$ cat config.mk
export PLATFORM = sky130hd
export DESIGN_NAME = instruction_sequencer_flat
export DESIGN_NICKNAME = d
export VERILOG_FILES = /design/src/rtl/instruction_sequencer_pkg.sv /design/src/rtl/instruction_sequencer_if.sv /design/src/rtl/instruction_sequencer_seq_decoder.sv /design/src/rtl/instruction_sequencer.sv /design/src/flat_wrapper.sv
export SDC_FILE = /design/constraint.sdc
export NUM_CORES = 1
export LEC_CHECK = 0
export CORE_ASPECT_RATIO = 0.9
export CORE_MARGIN = 10
export CORE_UTILIZATION = 49
export CTS_CLUSTER_DIAMETER = 30
export CTS_CLUSTER_SIZE = 10
export DETAILED_ROUTE_END_ITERATION = 16
export PLACE_DENSITY_LB_ADDON = 0.1
export SETUP_SLACK_MARGIN = 0.1
export SYNTH_ARGS = -nofsm -noshare
export SYNTH_HDL_FRONTEND = slang
export SYNTH_SLANG_ARGS = --single-unit
$ cat constraint.sdc
create_clock -name clk -period 5.41 [get_ports clk]
set_input_delay 1.082 -clock clk [delete_from_list [all_inputs] [get_ports clk]]
set_output_delay 1.082 -clock clk [all_outputs]
set_load 0.03 [all_outputs]
$ cat src/rtl/instruction_sequencer_pkg.sv
// Shared types for the accumulator-machine sequencer: FSM states, instruction
// op codes, ALU opcodes (shared with the ALU) and the op->ALU opcode mapping.
package instruction_sequencer_pkg;

  typedef enum logic [2:0] {
    S_FETCH,
    S_LATCH,
    S_DECODE,
    S_READ,
    S_CAPTURE,
    S_EXEC,
    S_WRITE,
    S_HALTED
  } state_t;

  localparam logic [3:0] OP_HALT  = 4'h0;
  localparam logic [3:0] OP_LOAD  = 4'h1;
  localparam logic [3:0] OP_STORE = 4'h2;
  localparam logic [3:0] OP_ADD   = 4'h3;
  localparam logic [3:0] OP_SUB   = 4'h4;
  localparam logic [3:0] OP_MUL   = 4'h5;
  localparam logic [3:0] OP_AND   = 4'h6;
  localparam logic [3:0] OP_OR    = 4'h7;
  localparam logic [3:0] OP_XOR   = 4'h8;
  localparam logic [3:0] OP_SHL   = 4'h9;
  localparam logic [3:0] OP_SHR   = 4'hA;
  localparam logic [3:0] OP_CMPGT = 4'hB;
  localparam logic [3:0] OP_CMPEQ = 4'hC;
  localparam logic [3:0] OP_JUMP  = 4'hD;
  localparam logic [3:0] OP_JZ    = 4'hE;
  localparam logic [3:0] OP_NOP   = 4'hF;

  localparam logic [3:0] ALU_ADD   = 4'b0000;
  localparam logic [3:0] ALU_SUB   = 4'b0001;
  localparam logic [3:0] ALU_MUL   = 4'b0010;
  localparam logic [3:0] ALU_SHL   = 4'b0100;
  localparam logic [3:0] ALU_SHR   = 4'b0101;
  localparam logic [3:0] ALU_AND   = 4'b1000;
  localparam logic [3:0] ALU_OR    = 4'b1001;
  localparam logic [3:0] ALU_XOR   = 4'b1010;
  localparam logic [3:0] ALU_CMPGT = 4'b1110;
  localparam logic [3:0] ALU_CMPEQ = 4'b1111;

  // Non-ALU ops map to ADD; the ALU result is only committed in EXEC.
  function automatic logic [3:0] op_to_alu(input logic [3:0] op);
    case (op)
      OP_SUB:   op_to_alu = ALU_SUB;
      OP_MUL:   op_to_alu = ALU_MUL;
      OP_AND:   op_to_alu = ALU_AND;
      OP_OR:    op_to_alu = ALU_OR;
      OP_XOR:   op_to_alu = ALU_XOR;
      OP_SHL:   op_to_alu = ALU_SHL;
      OP_SHR:   op_to_alu = ALU_SHR;
      OP_CMPGT: op_to_alu = ALU_CMPGT;
      OP_CMPEQ: op_to_alu = ALU_CMPEQ;
      default:  op_to_alu = ALU_ADD;
    endcase
  endfunction

endpackage

$ cat src/rtl/instruction_sequencer_if.sv
// Memory and ALU bus between the sequencer (master) and MainMemory/ALU (slave).
interface instruction_sequencer_if #(
  parameter int ADDR_W = 14,
  parameter int DATA_W = 16
);
  logic [ADDR_W-1:0] mem_addr;
  logic [DATA_W-1:0] mem_wdata;
  logic              mem_we;
  logic [DATA_W-1:0] mem_rdata;
  logic [3:0]        alu_opcode;
  logic [DATA_W-1:0] alu_operand1;
  logic [DATA_W-1:0] alu_operand2;
  logic [DATA_W-1:0] alu_result;

  modport master (
    output mem_addr, mem_wdata, mem_we, alu_opcode, alu_operand1, alu_operand2,
    input  mem_rdata, alu_result
  );

  modport slave (
    input  mem_addr, mem_wdata, mem_we, alu_opcode, alu_operand1, alu_operand2,
    output mem_rdata, alu_result
  );
endinterface

$ cat src/rtl/instruction_sequencer_seq_decoder.sv
// Combinational op decode: ALU opcode plus the control class flags the FSM
// branches on in DECODE.
module instruction_sequencer_seq_decoder
  import instruction_sequencer_pkg::*;
(
  input  logic [3:0] op,
  output logic [3:0] alu_opcode,
  output logic       needs_read,
  output logic       is_store,
  output logic       is_branch,
  output logic       is_halt
);

  always_comb begin
    alu_opcode = op_to_alu(op);
    needs_read = 1'b0;
    is_store   = 1'b0;
    is_branch  = 1'b0;
    is_halt    = 1'b0;
    case (op)
      OP_LOAD, OP_ADD, OP_SUB, OP_MUL, OP_AND, OP_OR, OP_XOR,
      OP_CMPGT, OP_CMPEQ:  needs_read = 1'b1;
      OP_STORE:            is_store   = 1'b1;
      OP_JUMP, OP_JZ:      is_branch  = 1'b1;
      OP_HALT:             is_halt    = 1'b1;
      default:             ;
    endcase
  end

endmodule

$ cat src/rtl/instruction_sequencer.sv
// Fetch/decode/execute control FSM for the 16-bit accumulator machine; owns
// PC, IR, MBR and ACC and commits ALU results into ACC.
module instruction_sequencer
  import instruction_sequencer_pkg::*;
#(
  parameter int                ADDR_W   = 14,
  parameter int                DATA_W   = 16,
  parameter logic [ADDR_W-1:0] RESET_PC = '0
) (
  input  logic                   clk,
  input  logic                   reset,
  input  logic                   run,
  instruction_sequencer_if.master bus,
  output logic [ADDR_W-1:0]      pc,
  output logic [DATA_W-1:0]      acc,
  output logic                   halted,
  output logic                   retire,
  output logic                   pc_wrap
);

  state_t            state, state_nxt;
  logic [DATA_W-1:0] ir, mbr;
  logic [ADDR_W-1:0] opnd_addr;
  logic [ADDR_W:0]   pc_plus1;
  logic [3:0]        op;
  logic needs_read, is_store, is_branch, is_halt;
  logic ld_ir, ld_mbr, ld_acc_mem, ld_acc_alu, pc_inc_en, pc_jmp, retire_nxt;

  assign op        = ir[15:12];
  assign opnd_addr = {{(ADDR_W-12){1'b0}}, ir[11:0]};
  assign pc_plus1  = {1'b0, pc} + (ADDR_W+1)'(1);

  instruction_sequencer_seq_decoder u_dec (
    .op         (op),
    .alu_opcode (bus.alu_opcode),
    .needs_read (needs_read),
    .is_store   (is_store),
    .is_branch  (is_branch),
    .is_halt    (is_halt)
  );

  assign bus.mem_wdata    = acc;
  assign bus.alu_operand1 = acc;
  assign bus.alu_operand2 = mbr;
  assign halted           = (state == S_HALTED);

  always_ff @(posedge clk or negedge reset) begin
    if (!reset) state <= S_FETCH;
    else        state <= state_nxt;
  end

  always_comb begin
    state_nxt    = state;
    bus.mem_addr = pc;
    bus.mem_we   = 1'b0;
    ld_ir        = 1'b0;
    ld_mbr       = 1'b0;
    ld_acc_mem   = 1'b0;
    ld_acc_alu   = 1'b0;
    pc_inc_en    = 1'b0;
    pc_jmp       = 1'b0;
    retire_nxt   = 1'b0;
    case (state)
      S_FETCH: if (run) state_nxt = S_LATCH;
      S_LATCH: begin
        ld_ir     = 1'b1;
        pc_inc_en = 1'b1;
        state_nxt = S_DECODE;
      end
      S_DECODE: begin
        if (is_halt)         state_nxt = S_HALTED;
        else if (is_store)   state_nxt = S_WRITE;
        else if (needs_read) state_nxt = S_READ;
        else if (is_branch || op == OP_NOP) begin
          // JZ tests the ACC value as it stands entering DECODE.
          pc_jmp     = (op == OP_JUMP) || (op == OP_JZ && acc == '0);
          retire_nxt = 1'b1;
          state_nxt  = S_FETCH;
        end
        else                 state_nxt = S_EXEC;
      end
      S_READ: begin
        bus.mem_addr = opnd_addr;
        state_nxt    = S_CAPTURE;
      end
      S_CAPTURE: begin
        ld_mbr = 1'b1;
        if (op == OP_LOAD) begin
          ld_acc_mem = 1'b1;
          retire_nxt = 1'b1;
          state_nxt  = S_FETCH;
        end else begin
          state_nxt  = S_EXEC;
        end
      end
      S_EXEC: begin
        ld_acc_alu = 1'b1;
        retire_nxt = 1'b1;
        state_nxt  = S_FETCH;
      end
      S_WRITE: begin
        bus.mem_addr = opnd_addr;
        bus.mem_we   = 1'b1;
        retire_nxt   = 1'b1;
        state_nxt    = S_FETCH;
      end
      S_HALTED: state_nxt = S_HALTED;
      default:  state_nxt = S_FETCH;
    endcase
  end

  always_ff @(posedge clk or negedge reset) begin
    if (!reset) begin
      pc      <= RESET_PC;
      ir      <= '0;
      mbr     <= '0;
      acc     <= '0;
      retire  <= 1'b0;
      pc_wrap <= 1'b0;
    end else begin
      retire  <= retire_nxt;
      pc_wrap <= pc_inc_en & pc_plus1[ADDR_W];
      if (ld_ir)      ir  <= bus.mem_rdata;
      if (ld_mbr)     mbr <= bus.mem_rdata;
      if (ld_acc_mem) acc <= bus.mem_rdata;
      if (ld_acc_alu) acc <= bus.alu_result;
      if (pc_inc_en)  pc  <= pc_plus1[ADDR_W-1:0];
      else if (pc_jmp) pc <= opnd_addr;
    end
  end

endmodule

$ cat src/flat_wrapper.sv
// flat-port wrapper written by rule: the top's interface ports become plain ports
module instruction_sequencer_flat import instruction_sequencer_pkg::*;
#(
  parameter int                ADDR_W   = 14,
  parameter int                DATA_W   = 16,
  parameter logic [ADDR_W-1:0] RESET_PC = '0
)
  (clk, reset, run, pc, acc, halted, retire, pc_wrap, bus_mem_addr, bus_mem_wdata, bus_mem_we, bus_alu_opcode, bus_alu_operand1, bus_alu_operand2, bus_mem_rdata, bus_alu_result);
  instruction_sequencer_if #(.ADDR_W(ADDR_W), .DATA_W(DATA_W)) bus_i ();
  input  logic clk;
  input  logic reset;
  input  logic run;
  output logic [ADDR_W-1:0] pc;
  output logic [DATA_W-1:0] acc;
  output logic halted;
  output logic retire;
  output logic pc_wrap;
  output wire logic [$bits(bus_i.mem_addr)-1:0] bus_mem_addr;
  output wire logic [$bits(bus_i.mem_wdata)-1:0] bus_mem_wdata;
  output wire logic [$bits(bus_i.mem_we)-1:0] bus_mem_we;
  output wire logic [$bits(bus_i.alu_opcode)-1:0] bus_alu_opcode;
  output wire logic [$bits(bus_i.alu_operand1)-1:0] bus_alu_operand1;
  output wire logic [$bits(bus_i.alu_operand2)-1:0] bus_alu_operand2;
  input wire logic [$bits(bus_i.mem_rdata)-1:0] bus_mem_rdata;
  input wire logic [$bits(bus_i.alu_result)-1:0] bus_alu_result;
  assign bus_mem_addr = bus_i.mem_addr;
  assign bus_mem_wdata = bus_i.mem_wdata;
  assign bus_mem_we = bus_i.mem_we;
  assign bus_alu_opcode = bus_i.alu_opcode;
  assign bus_alu_operand1 = bus_i.alu_operand1;
  assign bus_alu_operand2 = bus_i.alu_operand2;
  assign bus_i.mem_rdata = bus_mem_rdata;
  assign bus_i.alu_result = bus_alu_result;
  instruction_sequencer #(.ADDR_W(ADDR_W), .DATA_W(DATA_W), .RESET_PC(RESET_PC)) u_core (.clk(clk), .reset(reset), .run(run), .bus(bus_i), .pc(pc), .acc(acc), .halted(halted), .retire(retire), .pc_wrap(pc_wrap));
endmodule
## Yosys cells after proc, flatten, opt, wreduce, memory -nomap -nowiden

Memory sizes are Yosys's and may differ from the RTL's.
Index checks and enable logic that the tools add are counted.

| storage, ports and cells | value |
|---|---|
| memories kept | 1 |
| memory bits (read-only) | 64 |
| bits in registers | 67 |
| output and inout port bits | 100 |
| input port bits | 35 |
| logic and storage cells | 75 |

| cells by class | value |
|---|---|
| add/sub/neg operators | 1 |
| muxes and demuxes | 32 |
| bitwise operators | 1 |
| eq/ne operators | 21 |
| reductions and logical operators | 12 |

Memory list:

| name | depth | bits a word | rd ports | clocked after Yosys merged registers in | write ports | RTL line | text |
|---|---|---|---|---|---|---|---|
| (no name shown) | 16 | 4 | 1 | 0 | 0 | instruction_sequencer_pkg.sv:46 | `case (op)` |

Operators with widths:

| cell | count |
|---|---|
| $mux W14 | 3 |
| $mux W16 | 2 |
| $eq A4 B4 Y1 const B | 6 |
| $pmux W3 S7 | 1 |
| $mux W1 | 19 |
| $mux W3 | 6 |
| $eq A4 B3 Y1 const B | 4 |
| $logic_not A16 Y1 | 1 |
| $add A14 B1 Y15 const B | 1 |
| $eq A3 B3 Y1 const B | 4 |
| $reduce_or A9 Y1 | 1 |
| $eq A4 B2 Y1 const B | 2 |
| $eq A3 B2 Y1 const B | 2 |
| $reduce_or A2 Y1 | 3 |
| $eq A4 B1 Y1 const B | 1 |
| $logic_not A4 Y1 | 1 |
| $reduce_bool A2 Y1 | 2 |
| $eq A3 B1 Y1 const B | 1 |
| $logic_not A3 Y1 | 1 |
| $pmux W1 S3 | 1 |
| $logic_or A1 B1 Y1 | 2 |
| $ne A2 B2 Y1 const B | 1 |
| $and A1 B1 Y1 | 1 |
| $logic_and A1 B1 Y1 | 1 |

## Logic depth before layout (Yosys ltp)

Gate-level depths: netlist (run 1).

| depth | value |
|---|---|
| word-level depth | 11 |
| gate-level depth with buffers | 8 |
| gate-level depth less buffers | 7 |

## Hierarchy

Synthesis (run 1) repeated with hierarchy kept, for this count alone.

| second synthesis, totals | value |
|---|---|
| cell total of the unflattened synthesis | 388 |
| area, all modules | 3756.1 um2 |

Modules (own cells, without submodules):

| module | seq. area each (um2) | area an instance (um2) | cells an instance | times used |
|---|---|---|---|---|
| instruction_sequencer | 1676.6 | 3555.9 | 360 | 1 |
| instruction_sequencer_seq_decoder | 0.0 | 200.2 | 28 | 1 |

## Worst setup path before layout (run 1)

OpenSTA, ideal clock, no wires.

| timing path | value |
|---|---|
| path type | register -> output |
| start | reg u_core.state[0] |
| end | out bus_mem_addr[10] |
| stages on the path, launching flop included | 6 |
| buffers on the path | 2 |
| required time | 4.328 ns |
| slack | 2.634 ns |
| arrival time | 1.694 ns |
| path through | dfrtp_1 -> buf_2 -> xor2_1 -> nand2_1 -> buf_1 -> mux2_1 |

| between the ends | value |
|---|---|
| word-level cells in the longest chain between the ends | 3 |
| elaborated cells between the ends (all ways) | 4 |
| classes of those cells | eq/ne: 2; mux: 1; reduce/logical: 1 |

RTL lines:

| what | RTL line | text |
|---|---|---|
| start: declaration | instruction_sequencer.sv:21 | `state_t state, state_nxt;` |
| start signal: assignment | instruction_sequencer.sv:49 | `else state <= state_nxt;` |
| $eq A3 B2 Y1 / $eq A3 B3 Y1 (equally long branches) | instruction_sequencer.sv:63 | `case (state)` |
| $reduce_or A2 Y1 (no source line) (*) | n/a |  |
| $mux W14 (*) | instruction_sequencer.sv:63 |  |
| end: declaration | flat_wrapper.sv:18 | `output wire logic [$bits(bus_i.mem_addr)-1:0] bus_mem_addr;` |

Every way passes the cells marked *; elsewhere a longest branch is shown, timed or not.

## Final worst setup path (run 1)

| timing path | value |
|---|---|
| start | reg u_core.state[0] |
| end | out bus_mem_addr[8] |

Same word-level chain as after synthesis.

==> results of run 1 <==
## layout by cell type (no fill, tap or decap), drive strengths merged, types with 4 or more instances in the layout
cell / instances
a21oi: 10
a31oi: 4
and3: 4
buf: 4
clkbuf: 9
clkdlybuf4s50: 133
dfrtp: 67
ha: 6
inv: 9
mux2: 31
mux2i: 17
nand2: 84
nand3: 5
nor2: 12
nor3: 10
o21ai: 33
xnor2: 4
## routing by layer
| layer | vias up | GRT usage (%) |
|---|---|---|
| li1 | 1517 | - |
| met2 | 105 | 31.8 |
| met4 | 0 | 3.51 |
| met3 | 5 | 8.32 |
| met5 | - | 0 |
| met1 | 1572 | 21.2 |
## how the worst max path moves through the flow
stage                    start               end  cells past startpoint
2_1_floorplan  u_core.state[0]  bus_mem_addr[10]                      5
3_3_place_gp   u_core.state[0]   bus_mem_addr[7]                      4
3_5_place_dp   u_core.state[0]   bus_mem_addr[8]                      4
4_1_cts        u_core.state[0]   bus_mem_addr[8]                      4
5_1_grt        u_core.state[0]   bus_mem_addr[3]                      4
6_report       u_core.state[0]   bus_mem_addr[8]                      4
## where the power goes
group	internal (mW)	switching [mW]	total, mW
sequential	0.713	0.256	0.969
clock	0.262	0.207	0.469
combinational	0.849	1.19	2.04
## critical path: stages, from the launching register on
cell and delay (ns):
dfrtp_1 0.60, xor2_1 0.24, nand2_1 0.38, mux2_1 0.45, clkdlybuf4s50_1 0.60
## through the flow
stage / total power, mW / cells
floorplan: 2.33 / 390
global placement: 3.00 / 572
detailed placement: 3.04 / 572
CTS: 3.52 / 588
global route: 3.70 / 588
finish: 3.48 / 588
## registers in the layout (all words and copies together) (netlist names)
register                 cells
u_core.retire                1
u_core.ir                   16
u_core.acc                  16
u_core.state                 3
u_core.pc                   14
u_core.bus.alu_operand2     16
u_core.pc_wrap               1
## kinds of logic after synthesis
logic type | synth area share (%)
buffers and inverters | 9.44
multiplexers | 13.9
XOR/XNOR | 1.17
flip-flops | 44.8
adder cells (fa/ha/maj) | 2.01
AND/OR/NAND/NOR | 17.9
AO/OA/AOI/OAI | 10.8
## area by class of cell
cell class,count,area [sq um]
clock inverters,7,101
multi-input cells,264,1710
inverters,8,30.0
flip-flops and latches,67,1680
fillers,632,2350
well taps,96,120
repair buffers,137,1360
clock buffers,9,124
==> metrics.md, run 1 <==
| Metric | Value |
|---|---|
| Critical R2R Launch | `u_core.state[0]` |
| Largest fanout on the critical path | `14` |
| Vias/cell | `5.44` |
| End of the worst register-to-register path | `u_core.pc[10]` |
| Clock latency on the worst-skew pair | `approximately 0.34 ns` |
| PostCTS Resize Cnt | `0` |
| Cell Pwr Density | `approximately 680 nW/um^2` |
| Initial core utilization | `around 50%` |
| Net Count, Synth | `431` |
| Setup-failing EPs final | `0` |
| WP data required | `4.33 ns` |
| Final Max Tran Viols | `0` |
| Number of port buffers | `134` |
| DRT Pass-1 Iters | `4` |
| Final Hold Viols | `0` |
| Synth cell count leaders | `84 x nand2_1, 67 x dfrtp_1, 32 x buf_4` |
| R2r setup slk | `3.03 ns` |
| Core ar. | `7470 sq um` |
| CP startpoint kind | `flip-flop` |
| Area after DPL | `4900 sq um` |
| Residual DRC | `0` |
| Worst Reg2Reg Path Length in Cells | `4` |
| Hold Buf Count CTS | `0` |
| CP Class | `flip-flop to primary output` |
| P&R area growth vs syn | `37.0%` |
| Avg WL per Cell | `18.3 um` |
| Setup TNS | `0 ns` |
| Chip width | `approximately 110 um` |
| Fin nets | `approximately 530` |
| Top-count cell post-synth | `nand2_1` |
| Clk sink count | `67` |
| Max Used Layer | `met4` |
| Wire length on met3 | `1.04 mm` |
| Num CTS Buffers | `9` |
| Post-synth cell types | `56` |
| Met2 WL post-DR | `5.37 mm` |
| Reg clk slew, reported paths | `0.08 ns` |
| Total GRT Usage | `a little under a fifth` |
| FF+latch count, synth | `67` |
| Worst EP arrival | `2.61 ns` |
| Antenna cells | `0` |
| Pre-CTS setup slack | `2.08 ns` |
| Min-Delay Endpoint | `u_core.bus.alu_operand2[0]` |
| Fmax | `0.271 GHz` |
| Die area | `11500 sq um` |
| Post-synth EDFFs | `0` |
| Crit path capture type | `primary output` |
| Hold depth | `1` |
| Sequential area share after synthesis | `44.8%` |
| Period utilization | `68.2%` |
| Initial antenna violation count | `0` |
| Synth top area share | `between 40% and 50%` |
| Fin Hold WS | `a little under 0.5 ns` |
| DRT antenna net count | `0` |
| Largest net degree at the start of global routing | `just under 70` |
| Period minus WS final | `3.69 ns` |
| HPWL after DPL | `8.30 mm` |
| # H-tree levels | `3` |
| Share of cells above drive strength 1 | `8.94%` |
| Rel. slew slack | `24.1%` |
| CTS Buffer Depth | `2` |
| Yosys warns | `0` |
| CTS tree | `done` |
| Util after Layout | `approximately two thirds` |
| Worst Tran Pin Value | `roughly 1.1 ns` |
| Gate Count Post-Synth | `390` |
| Die height | `103 um` |
| Post-synth top area cell | `dfrtp_1` |
| Post-route cell area | `5120 sq um` |
| Max cap viols | `0` |
| Gpl congestion | `0.912` |
| Clock skew | `0.00897 ns` |
| # rows | `30` |
| Mapped cell area | `3740 sq um` |
| VDD IR max | `0.462 mV` |
| IO Count | `135` |
| First-pass GRT wire length | `around 17 mm` |
| Post-synth top flop | `dfrtp_1` |
| RSZ-0062 raised after global routing | `no` |
| Number of global-route vias before repair | `3186` |
| FFs w/ async S/R, synth | `between 90% and 100%` |
| Initial DRC count | `141` |
| Largest cells by area after synthesis | `dfrtp_1 45%, nand2_1 8.4%, buf_4 6.4%, mux2_1 4.8%, mux2i_1 4.6%` |
| Worst Slack Setup Final | `1.72 ns` |
| Vias | `3199` |
| CTS root buffer | `clkbuf_8` |
| Leakage | `2.29 nW` |
| Avg Inst Size Synth | `9.59 sq um` |
| Routed WL | `10.8 mm` |
| Hold WC Path Type | `flip-flop to flip-flop` |
| Hold path start | `u_core.bus.alu_operand2[0]` |
| Status | `completed` |
| Setup Buffers After CTS | `0` |
| Met1 wire length | `4.31 mm` |
| Grt ovf | `0` |
(Power assumes the default switching activity.)
==> run 2, diff against run 1 <==
--- a/config.mk
+++ b/config.mk
@@ -7,7 +7,7 @@
 export LEC_CHECK = 0
 export CORE_ASPECT_RATIO = 0.9
 export CORE_MARGIN = 10
-export CORE_UTILIZATION = 49
+export CORE_UTILIZATION = 45
 export CTS_CLUSTER_DIAMETER = 30
 export CTS_CLUSTER_SIZE = 10
 export DETAILED_ROUTE_END_ITERATION = 16
==> constraint.sdc (replaced) <==
create_clock -name clk -period 3.4 [get_ports clk]
set_input_delay 0.68 -clock clk [delete_from_list [all_inputs] [get_ports clk]]
set_output_delay 0.68 -clock clk [all_outputs]
set_load 0.03 [all_outputs]
==> metrics.md, run 2 (same netlist as run 1, synthesis figures left out) <==
| Metric | Value |
|---|---|
| Status | `completed (unchanged)` |
| Hold WC Path Type | `primary input to asynchronous set/reset pin (was flip-flop to flip-flop)` |
| Routed WL | `11.0 mm (was 10.8 mm)` |
| Seq pwr share | `27.3% (was 27.8%)` |
| Core ar. | `8070 sq um (was 7470 sq um)` |
| Avg WL per Cell | `18.6 um (was 18.3 um)` |
| Crit path capture type | `primary output (unchanged)` |
| Share of cells above drive strength 1 | `9.51% (was 8.94%)` |
| Largest net degree at the start of global routing | `37 (was 68)` |
| VDD IR max | `0.733 mV (was 0.462 mV)` |
| Max cap viols | `0 (unchanged)` |
| Number of global-route vias before repair | `3192 (was 3186)` |
| Antenna cells | `0 (unchanged)` |
| Clk sink count | `67 (unchanged)` |
| Critical R2R Launch | `u_core.ir[12] (was u_core.state[0])` |
| P&R area growth vs syn | `38.6% (was 37.0%)` |
| CP startpoint kind | `flip-flop (unchanged)` |
| Die height | `106 um (was 103 um)` |
| Sw Share | `46.9% (was 47.6%)` |
| Worst Reg2Reg Path Length in Cells | `7 (was 4)` |
| Period minus WS final | `3.12 ns` |
| Vias/cell | `5.33 (was 5.44)` |
| Logic pwr share | `58.2% (was 58.7%)` |
| Filler cells | `702 (was 632)` |
| DRT antenna net count | `0 (unchanged)` |
| Fmax | `~0.32 GHz` |
| Gpl congestion | `0.891 (was 0.912)` |
| CTS Buffer Depth | `2 (unchanged)` |
| Setup TNS | `0 ns (unchanged)` |
| Leakage | `2.32 nW (was 2.29 nW)` |
| Total GRT Usage | `18.2% (was 18.6%)` |
| Worst Tran Pin Value | `0.930 ns (was 1.14 ns)` |
| Cell Pwr Density | `1090 nW/um^2 (was 679 nW/um^2)` |
| Rel. slew slack | `37.8% (was 24.1%)` |
| Reg clk slew, reported paths | `0.08 ns (about the same)` |
| Most frequent cells in the layout | `133 x clkdlybuf4s50_1, 83 x nand2_1, 67 x dfrtp_1, 25 x o21ai_0, 17 x mux2i_1 (was 133 x clkdlybuf4s50_1, 84 x nand2_1, 67 x dfrtp_1, 25 x o21ai_0, 17 x mux2i_1)` |
| Final Max Tran Viols | `0 (unchanged)` |
| Fin Hold WS | `0.392 ns (was 0.490 ns)` |
| Worst EP arrival | `2.44 ns (was 2.61 ns)` |
| Register Area | `1680 sq um (unchanged)` |
| IO Count | `135 (unchanged)` |
| DRT Pass-1 Iters | `4 (unchanged)` |
| Commonest non-fill, non-tap cell in the layout | `clkdlybuf4s50_1 (unchanged)` |
| Clk pwr share | `14.5% (was 13.5%)` |
| Initial DRC count | `237 (was 141)` |
| Internal power | `2.99 mW (was 1.82 mW)` |
| Die area | `12400 sq um (was 11500 sq um)` |
| CTS root buffer | `clkbuf_8 (unchanged)` |
| Initial core utilization | `46.3% (was 50.1%)` |
| Initial antenna violation count | `0 (unchanged)` |
| First-pass GRT wire length | `17.7 mm (was 17.2 mm)` |
| # rows | `31 (was 30)` |
| Residual DRC | `0 (unchanged)` |
| P_sw | `2.65 mW (was 1.66 mW)` |
| Setup-failing EPs final | `0 (unchanged)` |
| Chip width | `116 um (was 112 um)` |
| CTS tree | `done (unchanged)` |
| RSZ-0062 raised after global routing | `no (unchanged)` |
| Number of port buffers | `134 (unchanged)` |
| Clock skew | `0.0105 ns (was 0.00897 ns)` |
| WP data required | `2.72 ns (was 4.33 ns)` |
| Clock latency on the worst-skew pair | `0.35 ns (was 0.34 ns)` |
| Grt ovf | `0 (unchanged)` |
| End of the worst register-to-register path | `u_core.pc[1] (was u_core.pc[10])` |
| Vias | `3160 (was 3199)` |
| Overall power | `5.64 mW (was 3.48 mW)` |
| Area of the multi-input gates | `1720 sq um (was 1710 sq um)` |
| # H-tree levels | `3 (unchanged)` |
| R2r setup slk | `1.04 ns (was 3.03 ns)` |
| Period utilization | `91.7%` |
| CP Class | `flip-flop to primary output (unchanged)` |
| Fin nets | `530 (was 528)` |
| HPWL after DPL | `8.55 mm (was 8.30 mm)` |
| Num CTS Buffers | `9 (unchanged)` |
| Largest fanout on the critical path | `14 (unchanged)` |
| Final Hold Viols | `0 (unchanged)` |
## run 2: worst max path at each step
| stage | start | end | cells past startpoint | slack (ns) |
|---|---|---|---|---|
| 2_1_floorplan | u_core.state[0] | bus_mem_addr[10] | 5 | 1.03 |
| 3_3_place_gp | u_core.state[0] | bus_mem_addr[8] | 4 | 0.59 |
| 3_5_place_dp | u_core.state[0] | bus_mem_addr[3] | 4 | 0.52 |
| 4_1_cts | u_core.state[0] | bus_mem_addr[3] | 4 | 0.12 |
| 5_1_grt | u_core.state[0] | bus_mem_addr[0] | 4 | 0.13 |
| 6_report | u_core.state[0] | bus_mem_addr[3] | 4 | 0.28 |
## run 2: cell type report
type,count,area share (%)
Multi-Input combinational cell,264,33.1
Sequential cell,67,32.4
Timing Repair Buffer,139,26.8
Clock buffer,9,2.39
Clock inverter,7,2.39
Tap cell,99,2.39
Inverter,8,0.580
## run 2: power groups by stage
stage | Sequential, mW | Clock, mW | Combinational (mW)
after floorplan | 1.84 | 0 | 1.86
after global placement | 1.53 | 0 | 3.26
after detailed placement | 1.55 | 0 | 3.30
after CTS | 1.54 | 0.834 | 3.33
after global routing | 1.61 | 0.871 | 3.52
final | 1.54 | 0.820 | 3.28
## run 2: layer usage
metal	share of wire, %	vias up	global-route usage, %
met2	47	126	28.2
li1	-	1531	-
met4	0.65	0	3.84
met1	42	1496	22.7
met5	0	-	0
met3	11	7	8.26
## run 2: through the flow
stage | area (sq um) | setup slack, ns | utilization, % | cells
floorplan | 3740 | 1.03 | - | 390
global placement | 4930 | 0.585 | 61.1 | 577
detailed placement | 4930 | 0.522 | 61.1 | 577
CTS | 5180 | 0.118 | 64.2 | 593
global route | 5180 | 0.128 | 64.2 | 593
finish | 5180 | 0.281 | 64.2 | 593
## run 2: worst max-delay path, cell delays in order (launching register included)
cell             delay [ns]
dfrtp_1                0.61
xor2_1                 0.26
nand2_2                0.24
mux2_1                 0.39
clkdlybuf4s50_1        0.60
## run 2: what timing repair did
action	4_1_cts	5_1_grt
hold buffers	0	0
resized for setup	0	1
buffers inserted	0	0
setup endpoints to repair	0	13
==> run 3, diff against run 2 <==
--- a/config.mk
+++ b/config.mk
@@ -8,7 +8,7 @@
 export CORE_ASPECT_RATIO = 0.9
 export CORE_MARGIN = 10
 export CORE_UTILIZATION = 45
-export CTS_CLUSTER_DIAMETER = 30
+export CTS_CLUSTER_DIAMETER = 120
 export CTS_CLUSTER_SIZE = 10
 export DETAILED_ROUTE_END_ITERATION = 16
 export PLACE_DENSITY_LB_ADDON = 0.1
==> results of run 3 <==
The final DEF is identical to that of run 2; final timing and power are the same.
